===== src/rtl/pipe_pkg.sv =====
// Shared constants and helpers for the pipeline stage registers.
// Imported by pipe_slot and pipe_stage_skid.
package pipe_pkg;

   localparam logic [1:0] ST_EMPTY = 2'd0;
   localparam logic [1:0] ST_ONE   = 2'd1;
   localparam logic [1:0] ST_FULL  = 2'd2;

   localparam int OCC_W = 2;

   // Adds b to a, clamping at 2^w-1 (w <= 32).
   function automatic logic [31:0] sat_add(
      input logic [31:0] a,
      input logic [1:0]  b,
      input int unsigned w
   );
      logic [32:0] s;
      logic [32:0] m;
      m = (33'd1 << w) - 33'd1;
      s = {1'b0, a} + {31'd0, b};
      return (s > m) ? m[31:0] : s[31:0];
   endfunction

endpackage


===== src/rtl/pipe_slot.sv =====
// One pipeline entry: valid + control + data, with load, clear and
// flush pass-through of the low data lane.
module pipe_slot
   import pipe_pkg::*;
#(
   parameter int CTRL_W = 16,
   parameter int DATA_W = 48,
   parameter int PASS_W = 8
) (
   input  logic              clk,
   input  logic              rst,
   input  logic              load,
   input  logic              clear,
   input  logic              pass,
   input  logic [CTRL_W-1:0] ld_ctrl,
   input  logic [DATA_W-1:0] ld_data,
   input  logic [DATA_W-1:0] pass_data,
   output logic              valid,
   output logic [CTRL_W-1:0] ctrl,
   output logic [DATA_W-1:0] data
);

   localparam logic [DATA_W-1:0] PASS_MASK =
      ~({DATA_W{1'b1}} << PASS_W);

   // Cleared entries keep their data bits; only valid and ctrl drop.
   always_ff @(posedge clk or negedge rst) begin
      if (!rst) begin
         valid <= 1'b0;
         ctrl  <= '0;
         data  <= '0;
      end else if (pass) begin
         valid <= 1'b0;
         ctrl  <= '0;
         data  <= (data & ~PASS_MASK) | (pass_data & PASS_MASK);
      end else if (clear) begin
         valid <= 1'b0;
         ctrl  <= '0;
      end else if (load) begin
         valid <= 1'b1;
         ctrl  <= ld_ctrl;
         data  <= ld_data;
      end
   end

endmodule


===== src/rtl/pipe_stage_skid.sv =====
// Pipeline stage register with valid/ready handshake, optional skid
// entry, flush with low-lane pass-through and a dropped-entry counter.
module pipe_stage_skid
   import pipe_pkg::*;
#(
   parameter int CTRL_W       = 16,
   parameter int DATA_W       = 48,
   parameter int FLUSH_PASS_W = 8,
   parameter int SKID         = 1,
   parameter int CNT_W        = 8
) (
   input  logic              clk,
   input  logic              rst,
   input  logic              flush,
   input  logic              in_valid,
   output logic              in_ready,
   input  logic [CTRL_W-1:0] in_ctrl,
   input  logic [DATA_W-1:0] in_data,
   output logic              out_valid,
   input  logic              out_ready,
   output logic [CTRL_W-1:0] out_ctrl,
   output logic [DATA_W-1:0] out_data,
   output logic [OCC_W-1:0]  occupancy,
   output logic [CNT_W-1:0]  drop_cnt
);

   logic              in_fire;
   logic              out_fire;
   logic              main_load;
   logic              main_clr;
   logic [CTRL_W-1:0] ld_ctrl;
   logic [DATA_W-1:0] ld_data;
   logic [1:0]        held;
   logic [CNT_W-1:0]  drop_q;

   assign in_fire  = in_valid & in_ready;
   assign out_fire = out_valid & out_ready;

   pipe_slot #(
      .CTRL_W (CTRL_W),
      .DATA_W (DATA_W),
      .PASS_W (FLUSH_PASS_W)
   ) u_main (
      .clk       (clk),
      .rst       (rst),
      .load      (main_load),
      .clear     (main_clr),
      .pass      (flush),
      .ld_ctrl   (ld_ctrl),
      .ld_data   (ld_data),
      .pass_data (in_data),
      .valid     (out_valid),
      .ctrl      (out_ctrl),
      .data      (out_data)
   );

   generate
      if (SKID != 0) begin : g_skid
         logic [1:0]        state;
         logic [1:0]        state_nxt;
         logic              rdy_q;
         logic              skid_load;
         logic              skid_clr;
         logic              from_skid;
         logic              skid_valid;
         logic [CTRL_W-1:0] skid_ctrl;
         logic [DATA_W-1:0] skid_data;

         pipe_slot #(
            .CTRL_W (CTRL_W),
            .DATA_W (DATA_W),
            .PASS_W (FLUSH_PASS_W)
         ) u_skid (
            .clk       (clk),
            .rst       (rst),
            .load      (skid_load),
            .clear     (skid_clr | flush),
            .pass      (1'b0),
            .ld_ctrl   (in_ctrl),
            .ld_data   (in_data),
            .pass_data ('0),
            .valid     (skid_valid),
            .ctrl      (skid_ctrl),
            .data      (skid_data)
         );

         // in_ready is registered so out_ready never reaches it.
         always_ff @(posedge clk or negedge rst) begin
            if (!rst) begin
               state <= ST_EMPTY;
               rdy_q <= 1'b1;
            end else begin
               state <= state_nxt;
               rdy_q <= (state_nxt != ST_FULL);
            end
         end

         always_comb begin
            state_nxt = state;
            if (flush) begin
               state_nxt = ST_EMPTY;
            end else begin
               unique case (state)
                  ST_EMPTY:
                     if (in_fire) state_nxt = ST_ONE;
                  ST_ONE:
                     if (in_fire & ~out_fire)
                        state_nxt = ST_FULL;
                     else if (out_fire & ~in_fire)
                        state_nxt = ST_EMPTY;
                  ST_FULL:
                     if (out_fire) state_nxt = ST_ONE;
                  default:
                     state_nxt = ST_EMPTY;
               endcase
            end
         end

         always_comb begin
            main_load = 1'b0;
            main_clr  = 1'b0;
            skid_load = 1'b0;
            skid_clr  = 1'b0;
            from_skid = 1'b0;
            unique case (state)
               ST_EMPTY: begin
                  main_load = in_fire;
               end
               ST_ONE: begin
                  main_load = in_fire & out_fire;
                  skid_load = in_fire & ~out_fire;
                  main_clr  = out_fire & ~in_fire;
               end
               ST_FULL: begin
                  main_load = out_fire;
                  from_skid = out_fire;
                  skid_clr  = out_fire;
               end
               default: ;
            endcase
         end

         assign ld_ctrl   = from_skid ? skid_ctrl : in_ctrl;
         assign ld_data   = from_skid ? skid_data : in_data;
         assign in_ready  = rdy_q;
         assign occupancy = state;
         assign held      = 2'(out_valid & ~out_fire)
                          + 2'(skid_valid);
      end else begin : g_single
         assign in_ready  = out_ready | ~out_valid;
         assign main_load = in_fire;
         assign main_clr  = out_fire & ~in_fire;
         assign ld_ctrl   = in_ctrl;
         assign ld_data   = in_data;
         assign occupancy = {1'b0, out_valid};
         assign held      = {1'b0, out_valid & ~out_fire};
      end
   endgenerate

   // Only entries already held and not delivered count as dropped.
   always_ff @(posedge clk or negedge rst) begin
      if (!rst)
         drop_q <= '0;
      else if (flush)
         drop_q <= CNT_W'(sat_add(32'(drop_q), held, CNT_W));
   end

   assign drop_cnt = drop_q;

endmodule


===== config.mk =====
export PLATFORM = sky130hd
export DESIGN_NAME = pipe_stage_skid
export DESIGN_NICKNAME = d
export VERILOG_FILES = /design/src/rtl/pipe_pkg.sv /design/src/rtl/pipe_slot.sv /design/src/rtl/pipe_stage_skid.sv
export SDC_FILE = /design/constraint.sdc
export NUM_CORES = 1
export LEC_CHECK = 0
export CAP_MARGIN = 15
export CORE_ASPECT_RATIO = 1.2
export CORE_MARGIN = 3
export CORE_UTILIZATION = 25
export CTS_BUF_LIST = sky130_fd_sc_hd__clkbuf_2 sky130_fd_sc_hd__clkbuf_4 sky130_fd_sc_hd__clkbuf_8
export DETAILED_ROUTE_END_ITERATION = 7
export PLACE_DENSITY = 0.53
export SLEW_MARGIN = 20
export SYNTH_ARGS = -nofsm -noshare
export SYNTH_HDL_FRONTEND = slang
export SYNTH_SLANG_ARGS = --single-unit

===== constraint.sdc =====
create_clock -name clk -period 4.1 [get_ports clk]
set_input_delay 0.82 -clock clk [delete_from_list [all_inputs] [get_ports clk]]
set_output_delay 0.82 -clock clk [all_outputs]
set_load 0.03 [all_outputs]

==> metrics <==
status finished, final reports clean; top cell type by total area after synthesis dfrtp_1; share of layout cells above drive strength 1 between 15 and 20%; DR WL met3 roughly 840 um; Clock Tree Root clkbuf_8; most common cell in the netlist dfrtp_1; cells along the critical path clkdlybuf4s50_1 > nor2b_1 > ha_1 > ha_1 > fa_1 > and3_1 > nand3_1 > nand2_1 > mux2_2; drt total wl roughly 17 mm; Worst Reg-to-Reg Cells 8; Clock Skews approximately 0.010 ns; Routed wire per std cell about 17 um; vias per inst approximately 4.5; row count just over 60; #FFs+latches synth approximately 140; Final Hold Vio Count 0; Post-Syn Nets roughly 600; Sink Count roughly 140; Resize count post-CTS 0; total core area between 20,000 and 25,000 um^2; Ys Warns 0; Slowest cell on crit path clkdlybuf4s50_1; post-layout util a little over a third; Die Span Y 179 um; CP Data Arrival Time 3.13 ns; uppermost layer routed met5; Final GP Congestion a little over 0.7; RR Startpoint u_main.valid; library cells used by synthesis 35; Inserted Diodes 0; Final Critical Period 2.81 ns; pin count of the biggest net entering global routing 84; Avg Synthesized Cell Area between 10 and 15 um^2; Setup CP Type in2reg; Async SR Flop Fraction 100%; initial antenna violation count 1; Lkg Pwr ~3.5 nW; total CTS buffers 17; M1 wire length between 7 and 8 mm; DRT antenna net count 0; Max-Cap Viols 0; vias in the first global route approximately 4,800; sequential element share of the synthesized area 56.5%; Pwr Density between 500 and 600 nW/um^2; CTS clk-pin slew, worst paths 0.09 ns; crit path buf inv count 1; number of flops mapped to enable cells by yosys 0; Hold Buf Count CTS 0; Die W ~150 um; RR Endpoint drop_cnt[5]; H-tree depth 4; synth cell count leaders dfrtp_1, o21ai_0, mux2i_1; Residual DRC 0; post-DP HPWL roughly 11 mm; GRT Resource Usage Total between 10% and 20%; final cell count without fillers 997; setup TNS 0 ns; number of setup buffers added after CTS 0; RSZ-0062 raised after global routing no; Layout Area Growth over Synthesis 36.2%; cell area after layout ~8500 um^2; part of the cycle the worst path needs 68.5%; met2 wire len 8.44 mm; FMAX approximately 360 MHz; WP depth 9; Place WS about 0.84 ns; Setup crit start kind input port; Initial DRT Pass Iterations 4; synth top area cells dfrtp_1, mux2i_1, o21ai_0, mux2_2, mux2_4; R2R Setup Slk between 1.5 and 2 ns; clk buf depth 2; initial DRC count between 150 and 200; Buffers on Ports around 140; Max-slew headroom between 40 and 50%; Max Slew Vio Count 0; worst skew pair latency 0.43 ns; starting density of the core 25.7%; Top cell by count, worst path ha_1; Top FF cell, synth dfrtp_1; slowest stage delay, CP 0.65 ns; post-synth top area share about 56%; TritonCTS clock tree built; first-pass GRT wire length approximately 27 mm; I/O pin total approximately 150; via count about 4,500; worst setup slack after layout 1.29 ns; dpl cell area roughly 8000 um^2; VDD IR-drop max around 0.00026 V; endpoints failing setup 0; hold crit path type in2async; nets about 740; Mapped Area 6250 um^2; GR Overflow Total 0; Crit. End Element register; DP Cell Count ~970; Worst Tran Pin Value ~0.83 ns; cells after synthesis between 500 and 600; Die ar. between 20,000 and 30,000 um^2; Worst Path Required ~4.4 ns; worst-path fanout max 9; delay-heaviest family, CP adder cells
-- kinds of logic (layout without fill, tap and decap cells) --
logic type	Yosys count	count (layout)	share of synthesized area, %
compound gates	141	141	12.8
flops	141	141	56.5
mux	110	110	19.8
simple gates	84	84	6.33
buf+inv	47	196	3.51
fa+ha+maj	4	4	0.922
xor+xnor	1	1	0.140
-- stage by stage --
| stage | hold slack (ns) | power (mW) |
|---|---|---|
| 2_1_floorplan | 0.473 | 2.84 |
| 3_3_place_gp | 0.486 | 3.45 |
| 3_5_place_dp | 0.493 | 3.47 |
| 4_1_cts | 0.431 | 4.91 |
| 5_1_grt | 0.448 | 5.10 |
| 6_report | 0.428 | 4.82 |
-- flip-flops by register name, indices dropped and copies added (netlist names) --
name and flops:
g_skid.u_skid.ctrl 16, g_skid.u_skid.data 48, u_main.valid 1, g_skid.u_skid.valid 1
u_main.data 48, in_ready 1, occupancy 2, u_main.ctrl 16
drop_cnt 8
-- routing by layer --
metal	track usage, %	vias to the layer above
met1	16.1	2270
met3	3.72	7
met5	0	-
li1	-	2150
met4	3.43	2
met2	22.2	95
-- cells in the final DEF (no fill, tap or decap), types with 2 or more instances in the layout --
| master | instances |
|---|---|
| and3_1 | 3 |
| nor3_2 | 2 |
| dfrtp_1 | 140 |
| nor2b_1 | 2 |
| nor2_1 | 22 |
| a2bb2oi_1 | 16 |
| nand2_1 | 40 |
| bufinv_16 | 6 |
| o22ai_1 | 8 |
| clkinvlp_4 | 2 |
| inv_1 | 10 |
| buf_12 | 2 |
| mux2i_1 | 61 |
| clkdlybuf4s50_1 | 142 |
| nand3_1 | 5 |
| mux2_2 | 29 |
| clkbuf_8 | 17 |
| inv_6 | 5 |
| a21oi_1 | 32 |
| ha_1 | 3 |
| buf_4 | 8 |
| clkinv_4 | 2 |
| nand2b_1 | 2 |
| o21ai_0 | 81 |
| mux2_4 | 20 |
-- report_power, final --
part	internal, mW	switching (mW)
combinational	0.688	0.721
sequential	1.78	0.229
clock	0.799	0.602
-- worst register-to-register path, stage by stage (launching register included) --
cell     delay [ns]
dfrtp_1        0.55
nor2b_1        0.21
ha_1           0.25
ha_1           0.21
fa_1           0.38
and3_1         0.27
nand3_1        0.11
nand2_1        0.05
mux2_2         0.25
-- how the worst max path moves through the flow --
stage	from	endpoint
finish	out_ready	drop_cnt[5]
detailed placement	out_ready	drop_cnt[5]
global route	out_ready	drop_cnt[5]
CTS	out_ready	drop_cnt[5]
floorplan	out_ready	drop_cnt[5]
global placement	out_ready	drop_cnt[5]
-- area by class of cell --
type	instances	area [um^2]
clock buffers	17	234
clock inverters	15	256
fillers	2438	15800
inverters	10	37.5
multi-input cells	340	2510
flip-flops and latches	141	3530
well taps	320	400
repair buffers	154	1540
No activity file was read; power rests on OpenSTA's default activity.
